--- src/rtl/program_sequencer_pkg.sv ---
// Shared state encoding and instruction-format constants for the program sequencer
// and its PC counter.
package program_sequencer_pkg;

    typedef enum logic [2:0] {
        StIdle,
        StFetch,
        StWait,
        StFetchImm,
        StWaitImm,
        StIssue,
        StExec,
        StFault
    } state_e;

    localparam int unsigned InstrW = 9;

    localparam logic [2:0] OpMv   = 3'b000;
    localparam logic [2:0] OpMvi  = 3'b001;
    localparam logic [2:0] OpSub  = 3'b011;
    localparam logic [2:0] OpMvnz = 3'b100;

    localparam int unsigned OpMsb = 8;
    localparam int unsigned OpLsb = 6;
    localparam int unsigned RxMsb = 5;
    localparam int unsigned RxLsb = 3;
    localparam int unsigned RyMsb = 2;
    localparam int unsigned RyLsb = 0;

    function automatic logic is_mvi(input logic [InstrW-1:0] instr);
        return instr[OpMsb:OpLsb] == OpMvi;
    endfunction

endpackage

--- src/rtl/program_sequencer_pc_counter.sv ---
// Program counter: synchronous active-low reset, parallel load, and a wrapping increment.
module pc_counter
    import program_sequencer_pkg::*;
#(
    parameter int unsigned ADDR_W = 7
) (
    input  logic              Clock,
    input  logic              Resetn,
    input  logic              load,
    input  logic              inc,
    input  logic [ADDR_W-1:0] load_val,
    output logic [ADDR_W-1:0] count
);

    always_ff @(posedge Clock) begin
        if (!Resetn) begin
            count <= '0;
        end else if (load) begin
            count <= load_val;
        end else if (inc) begin
            count <= count + ADDR_W'(1);
        end
    end

endmodule

--- src/rtl/program_sequencer.sv ---
// Instruction-stream sequencer: fetches instruction (and mvi immediate) words, drives DIN,
// pulses Run and waits for Done, with step/free-run/halt control and a watchdog.
module program_sequencer
    import program_sequencer_pkg::*;
#(
    parameter int unsigned ADDR_W  = 7,
    parameter int unsigned DATA_W  = 16,
    parameter int unsigned MEM_LAT = 1,
    parameter int unsigned TIMEOUT = 15
) (
    input  logic              Clock,
    input  logic              Resetn,
    input  logic              Go,
    input  logic              Step,
    input  logic              Halt,
    input  logic              PcLoad,
    input  logic [ADDR_W-1:0] PcIn,
    output logic              MemRd,
    output logic [ADDR_W-1:0] MemAddr,
    input  logic [DATA_W-1:0] MemData,
    output logic [DATA_W-1:0] DIN,
    output logic              Run,
    input  logic              Done,
    output logic              Busy,
    output logic              Fault,
    output logic [ADDR_W-1:0] Pc
);

    localparam int unsigned LatW = (MEM_LAT > 1) ? $clog2(MEM_LAT) : 1;
    localparam logic [LatW-1:0] LatLast = LatW'(MEM_LAT - 1);
    localparam int unsigned WdW = $clog2(TIMEOUT);
    // Trip on the last EXEC cycle so Fault rises TIMEOUT cycles after the Run cycle.
    localparam logic [WdW-1:0] WdLast = WdW'(TIMEOUT - 2);

    state_e             state_q;
    logic               free_q;
    logic [InstrW-1:0]  instr_q;
    logic [DATA_W-1:0]  imm_q;
    logic [LatW-1:0]    lat_q;
    logic [WdW-1:0]     wd_q;
    logic               pc_load;
    logic               pc_inc;

    assign pc_load = (state_q == StIdle) && PcLoad;
    assign pc_inc  = (state_q == StFetch) || (state_q == StFetchImm);

    pc_counter #(
        .ADDR_W (ADDR_W)
    ) u_pc (
        .Clock    (Clock),
        .Resetn   (Resetn),
        .load     (pc_load),
        .inc      (pc_inc),
        .load_val (PcIn),
        .count    (Pc)
    );

    always_ff @(posedge Clock) begin
        if (!Resetn) begin
            state_q <= StIdle;
            free_q  <= 1'b0;
            instr_q <= '0;
            imm_q   <= '0;
            lat_q   <= '0;
            wd_q    <= '0;
            MemRd   <= 1'b0;
            MemAddr <= '0;
            DIN     <= '0;
            Run     <= 1'b0;
            Busy    <= 1'b0;
            Fault   <= 1'b0;
        end else begin
            MemRd <= 1'b0;
            Run   <= 1'b0;
            case (state_q)
                StIdle: begin
                    if (!PcLoad && !Halt && (Go || Step)) begin
                        free_q  <= Go;
                        state_q <= StFetch;
                        MemRd   <= 1'b1;
                        MemAddr <= Pc;
                        Busy    <= 1'b1;
                    end
                end
                StFetch: begin
                    state_q <= StWait;
                    lat_q   <= '0;
                end
                StWait: begin
                    if (lat_q == LatLast) begin
                        instr_q <= MemData[InstrW-1:0];
                        if (is_mvi(MemData[InstrW-1:0])) begin
                            // PC already points past the opcode word.
                            state_q <= StFetchImm;
                            MemRd   <= 1'b1;
                            MemAddr <= Pc;
                        end else begin
                            state_q <= StIssue;
                            Run     <= 1'b1;
                            DIN     <= DATA_W'(MemData[InstrW-1:0]);
                        end
                    end else begin
                        lat_q <= lat_q + LatW'(1);
                    end
                end
                StFetchImm: begin
                    state_q <= StWaitImm;
                    lat_q   <= '0;
                end
                StWaitImm: begin
                    if (lat_q == LatLast) begin
                        imm_q   <= MemData;
                        state_q <= StIssue;
                        Run     <= 1'b1;
                        DIN     <= DATA_W'(instr_q);
                    end else begin
                        lat_q <= lat_q + LatW'(1);
                    end
                end
                StIssue: begin
                    state_q <= StExec;
                    wd_q    <= '0;
                    DIN     <= is_mvi(instr_q) ? imm_q : DATA_W'(instr_q);
                end
                StExec: begin
                    if (Done) begin
                        if (Halt || !free_q) begin
                            state_q <= StIdle;
                            Busy    <= 1'b0;
                        end else begin
                            state_q <= StFetch;
                            MemRd   <= 1'b1;
                            MemAddr <= Pc;
                        end
                    end else if (wd_q == WdLast) begin
                        state_q <= StFault;
                        Fault   <= 1'b1;
                        Busy    <= 1'b0;
                    end else begin
                        wd_q <= wd_q + WdW'(1);
                    end
                end
                StFault: begin
                    state_q <= StFault;
                end
                default: begin
                    state_q <= StIdle;
                    Busy    <= 1'b0;
                end
            endcase
        end
    end

endmodule

--- config.mk ---
export PLATFORM = sky130hd
export DESIGN_NAME = program_sequencer
export DESIGN_NICKNAME = d
export VERILOG_FILES = /design/src/rtl/program_sequencer_pkg.sv /design/src/rtl/program_sequencer_pc_counter.sv /design/src/rtl/program_sequencer.sv
export SDC_FILE = /design/constraint.sdc
export NUM_CORES = 1
export LEC_CHECK = 0
export ABC_AREA = 1
export CAP_MARGIN = 10
export CORE_MARGIN = 1.5
export CORE_UTILIZATION = 55
export DETAILED_ROUTE_END_ITERATION = 7
export DONT_BUFFER_PORTS = 1
export HOLD_SLACK_MARGIN = 0.05
export PLACE_DENSITY_LB_ADDON = 0.1
export SLEW_MARGIN = 25
export SYNTH_ARGS = -nofsm -noshare
export SYNTH_HDL_FRONTEND = slang
export SYNTH_SLANG_ARGS = --single-unit
--- constraint.sdc ---
create_clock -name Clock -period 1.85 [get_ports Clock]
set_clock_uncertainty 0.1 [all_clocks]
set_input_delay 0.37 -clock Clock [delete_from_list [all_inputs] [get_ports Clock]]
set_output_delay 0.37 -clock Clock [all_outputs]
set_load 0.05 [all_outputs]
==> reports/qor.csv <==
metric;value;unit
cell chain of the critical path;nand3_4 -> inv_4 -> nand2_4 -> nand2_4 -> nand3_1 -> nor2_1 -> nor2_1;
Synth Area per Inst;7.18;um^2
fin crit period;1.63;ns
Die Width;77.2;um
Fmax;613;MHz
CP top delay family;simple AND/OR/NAND/NOR gates;
period utilization;0.882;
std cell rows;26;
Post-DRT Antenna Nets;0;
layout cells sized above 1;0.117;
clock-pin slew on the worst setup and hold paths;0.07;ns
FF+latch area;1340;um^2
Seq/Total Area, Yosys;0.443;
top cell type's share of synthesized area;0.443;
CP max-delay cell;dfxtp_1;
Synthesis Warnings;0;
Worst Hold Class;in -> reg;
clock root cell;clkbuf_8;
area of the multi-input gates;1470;um^2
NumNets Final;463;
die area;5960;um^2
first-pass GRT wire length;11.6;mm
CP required;1.98;ns
crit path kind;reg -> reg;
area grow syn2layout;10.8;%
post_cts resized;0;
n_diodes;0;
I/O Buffers;0;
core area;5200;um^2
crit path max fanout;16;
crit-path max cell delay;0.55;ns
WP data arrival;1.76;ns
Syn Inst Count;422;
H-tree Lvls;3;
DP Worst Slack;0.233;ns
die height;77.2;um
GPL Wtd Cong;0.817;
Clock Sinks;67;
Max Cap Violations;0;
Remaining DRCs;0;
initial drt markers;174;
Setup crit start kind;flip-flop;
worst rel slew slack;0.629;
Bufs and invs on worst path;1;
Slew Limit Fails;0;
status;complete, no violations;
Yosys reg bits;67;
Post-Route Setup TNS;0;ns
DPL Wire Length;4.78;mm
Setup WS post-layout;0.219;ns
RSZ-0062 raised after global routing;no;
Hold Vio Cnt, Final;0;
DR WL/cell;13.6;um
largest net degree at the start of global routing;40;
routed via count;2660;
vias in the first global route;2456;
Top Ports;64;
synthesized area;3030;um^2
total track usage;0.244;
Worst-Margin Slew;0.556;ns
final setup vio count;0;
Peak VDD IR;805;uV
clk_lat worst skew;0.34;ns
syn_nets;455;
Yosys cell types;31;
vias per cell;5.27;
first drt pass iteration count;4;
largest area contributor in the netlist;dfxtp_1;
initial antenna violation count;0;
CTS tree;done;
ranking of synthesized cells by area;dfxtp_1, nand2_1, nor2_1, a21oi_1, o21ai_0;
Routed WL;6.88;mm
pwr/cell area;1430;nW/um^2
GR Overflow Total;0;
number of filler cells placed in the layout;473;
Initial Utilization;0.582;
Clock Path Buffers;2;
CP endpoint kind;flip-flop;
TritonCTS buffer count;9;
Leakage;1.39;nW
## synth_stat cells
cell type and count:
a31oi_1 2, nor2_1 74, nand2_4 4, nor2_4 4
inv_4 1, o21ai_1 8, nand3_1 22, xor2_1 1
buf_2 5, nand4_1 4, nand2_2 1, buf_1 2
nand2_1 92, a21boi_4 1, nor2_2 3, inv_1 30
nor3_1 2, or2_0 1, o211ai_1 2, buf_4 1
o21ai_0 33, nand2b_4 1, nor3_2 1, ha_1 3
dfxtp_1 67, nand3_4 2, inv_2 5, clkbuf_1 5
a21oi_2 2, buf_6 2, a21oi_1 41
## routing by layer
metal,wire (um),GRT usage
met1,3290,0.322
met2,3070,0.386
met3,415,0.0560
met4,101,0.0927
met5,0,0
## final cells by class
type | count | area share
repair buffers | 12 | 0.0276
multi-input cells | 304 | 0.438
well taps | 70 | 0.0261
inverters | 36 | 0.0410
clock buffers | 12 | 0.0462
clock inverters | 4 | 0.0216
flip-flops and latches | 67 | 0.400
## metrics by stage
stage	cells	instance area (um^2)	hold WS, ns	total power, mW	utilization
finish	505	3360	0.0589	4.81	0.645
global route	505	3360	0.0574	5.07	0.645
floorplan	422	3030	0.339	3.21	-
global placement	488	3120	0.352	3.42	0.599
detailed placement	488	3120	0.353	3.45	0.599
CTS	505	3360	0.0508	4.82	0.645
## placed cells by master, fill, tap and decap left out, types with 3 or more instances in the layout
cell type / synthesis / final
inv_1: 30 / 30
ha_1: 3 / 3
nor2_4: 4 / 4
nor2_1: 74 / 74
buf_4: 1 / 11
nand2_1: 92 / 92
dfxtp_1: 67 / 67
o21ai_0: 33 / 33
nor2_2: 3 / 3
clkbuf_8: 0 / 11
nand2_4: 4 / 4
nand4_1: 4 / 4
nand3_1: 22 / 22
a21oi_1: 41 / 41
o21ai_1: 8 / 8
inv_2: 5 / 5
## power by group
part / switching (mW) / total (mW) / internal, mW
clock network: 0.550 / 1.38 / 0.831
logic: 0.809 / 1.18 / 0.373
registers: 0.546 / 2.25 / 1.70
total: 1.91 / 4.81 / 2.91
## path summary, 6_finish.rpt
| path | start | end | slack (ns) | depth (start not counted) |
|---|---|---|---|---|
| max reg2reg | state_q[1] | DIN[0] | 0.22 | 7 |
| min reg2reg | imm_q[14] | DIN[14] | 0.36 | 2 |
| min | Resetn | MemAddr[4] | 0.06 | 2 |
| max | state_q[1] | DIN[0] | 0.22 | 7 |
## registers in the layout, summed over array words and instances (netlist names)
signal / flops
Run: 1
instr_q: 9
wd_q: 4
MemAddr: 7
u_pc.count: 7
DIN: 16
free_q: 1
Fault: 1
state_q: 3
Busy: 1
MemRd: 1
imm_q: 16
## what timing repair did
action	in CTS	in global routing
hold buffers	1	0
setup endpoints to repair	0	0
setup buffers	0	0
hold endpoints to repair	7	0
## kinds of logic (layout without fill, tap and decap cells)
group,after synthesis,in the layout,synth area share
flip-flops,67,67,0.443
adder cells (fa/ha/maj),3,3,0.0124
XOR/XNOR,1,1,0.00289
AND/OR/NAND/NOR,211,211,0.313
AO/OA/AOI/OAI,89,89,0.157
buffers and inverters,51,64,0.0723
## worst reg2reg max path, cell delays in order, from the launching register on
cell and delay (ns):
dfxtp_1 0.55, nand3_4 0.23, inv_4 0.17, nand2_4 0.07, nand2_4 0.16, nand3_1 0.09, nor2_1 0.11, nor2_1 0.05
Power figures use the tool's default switching activity.
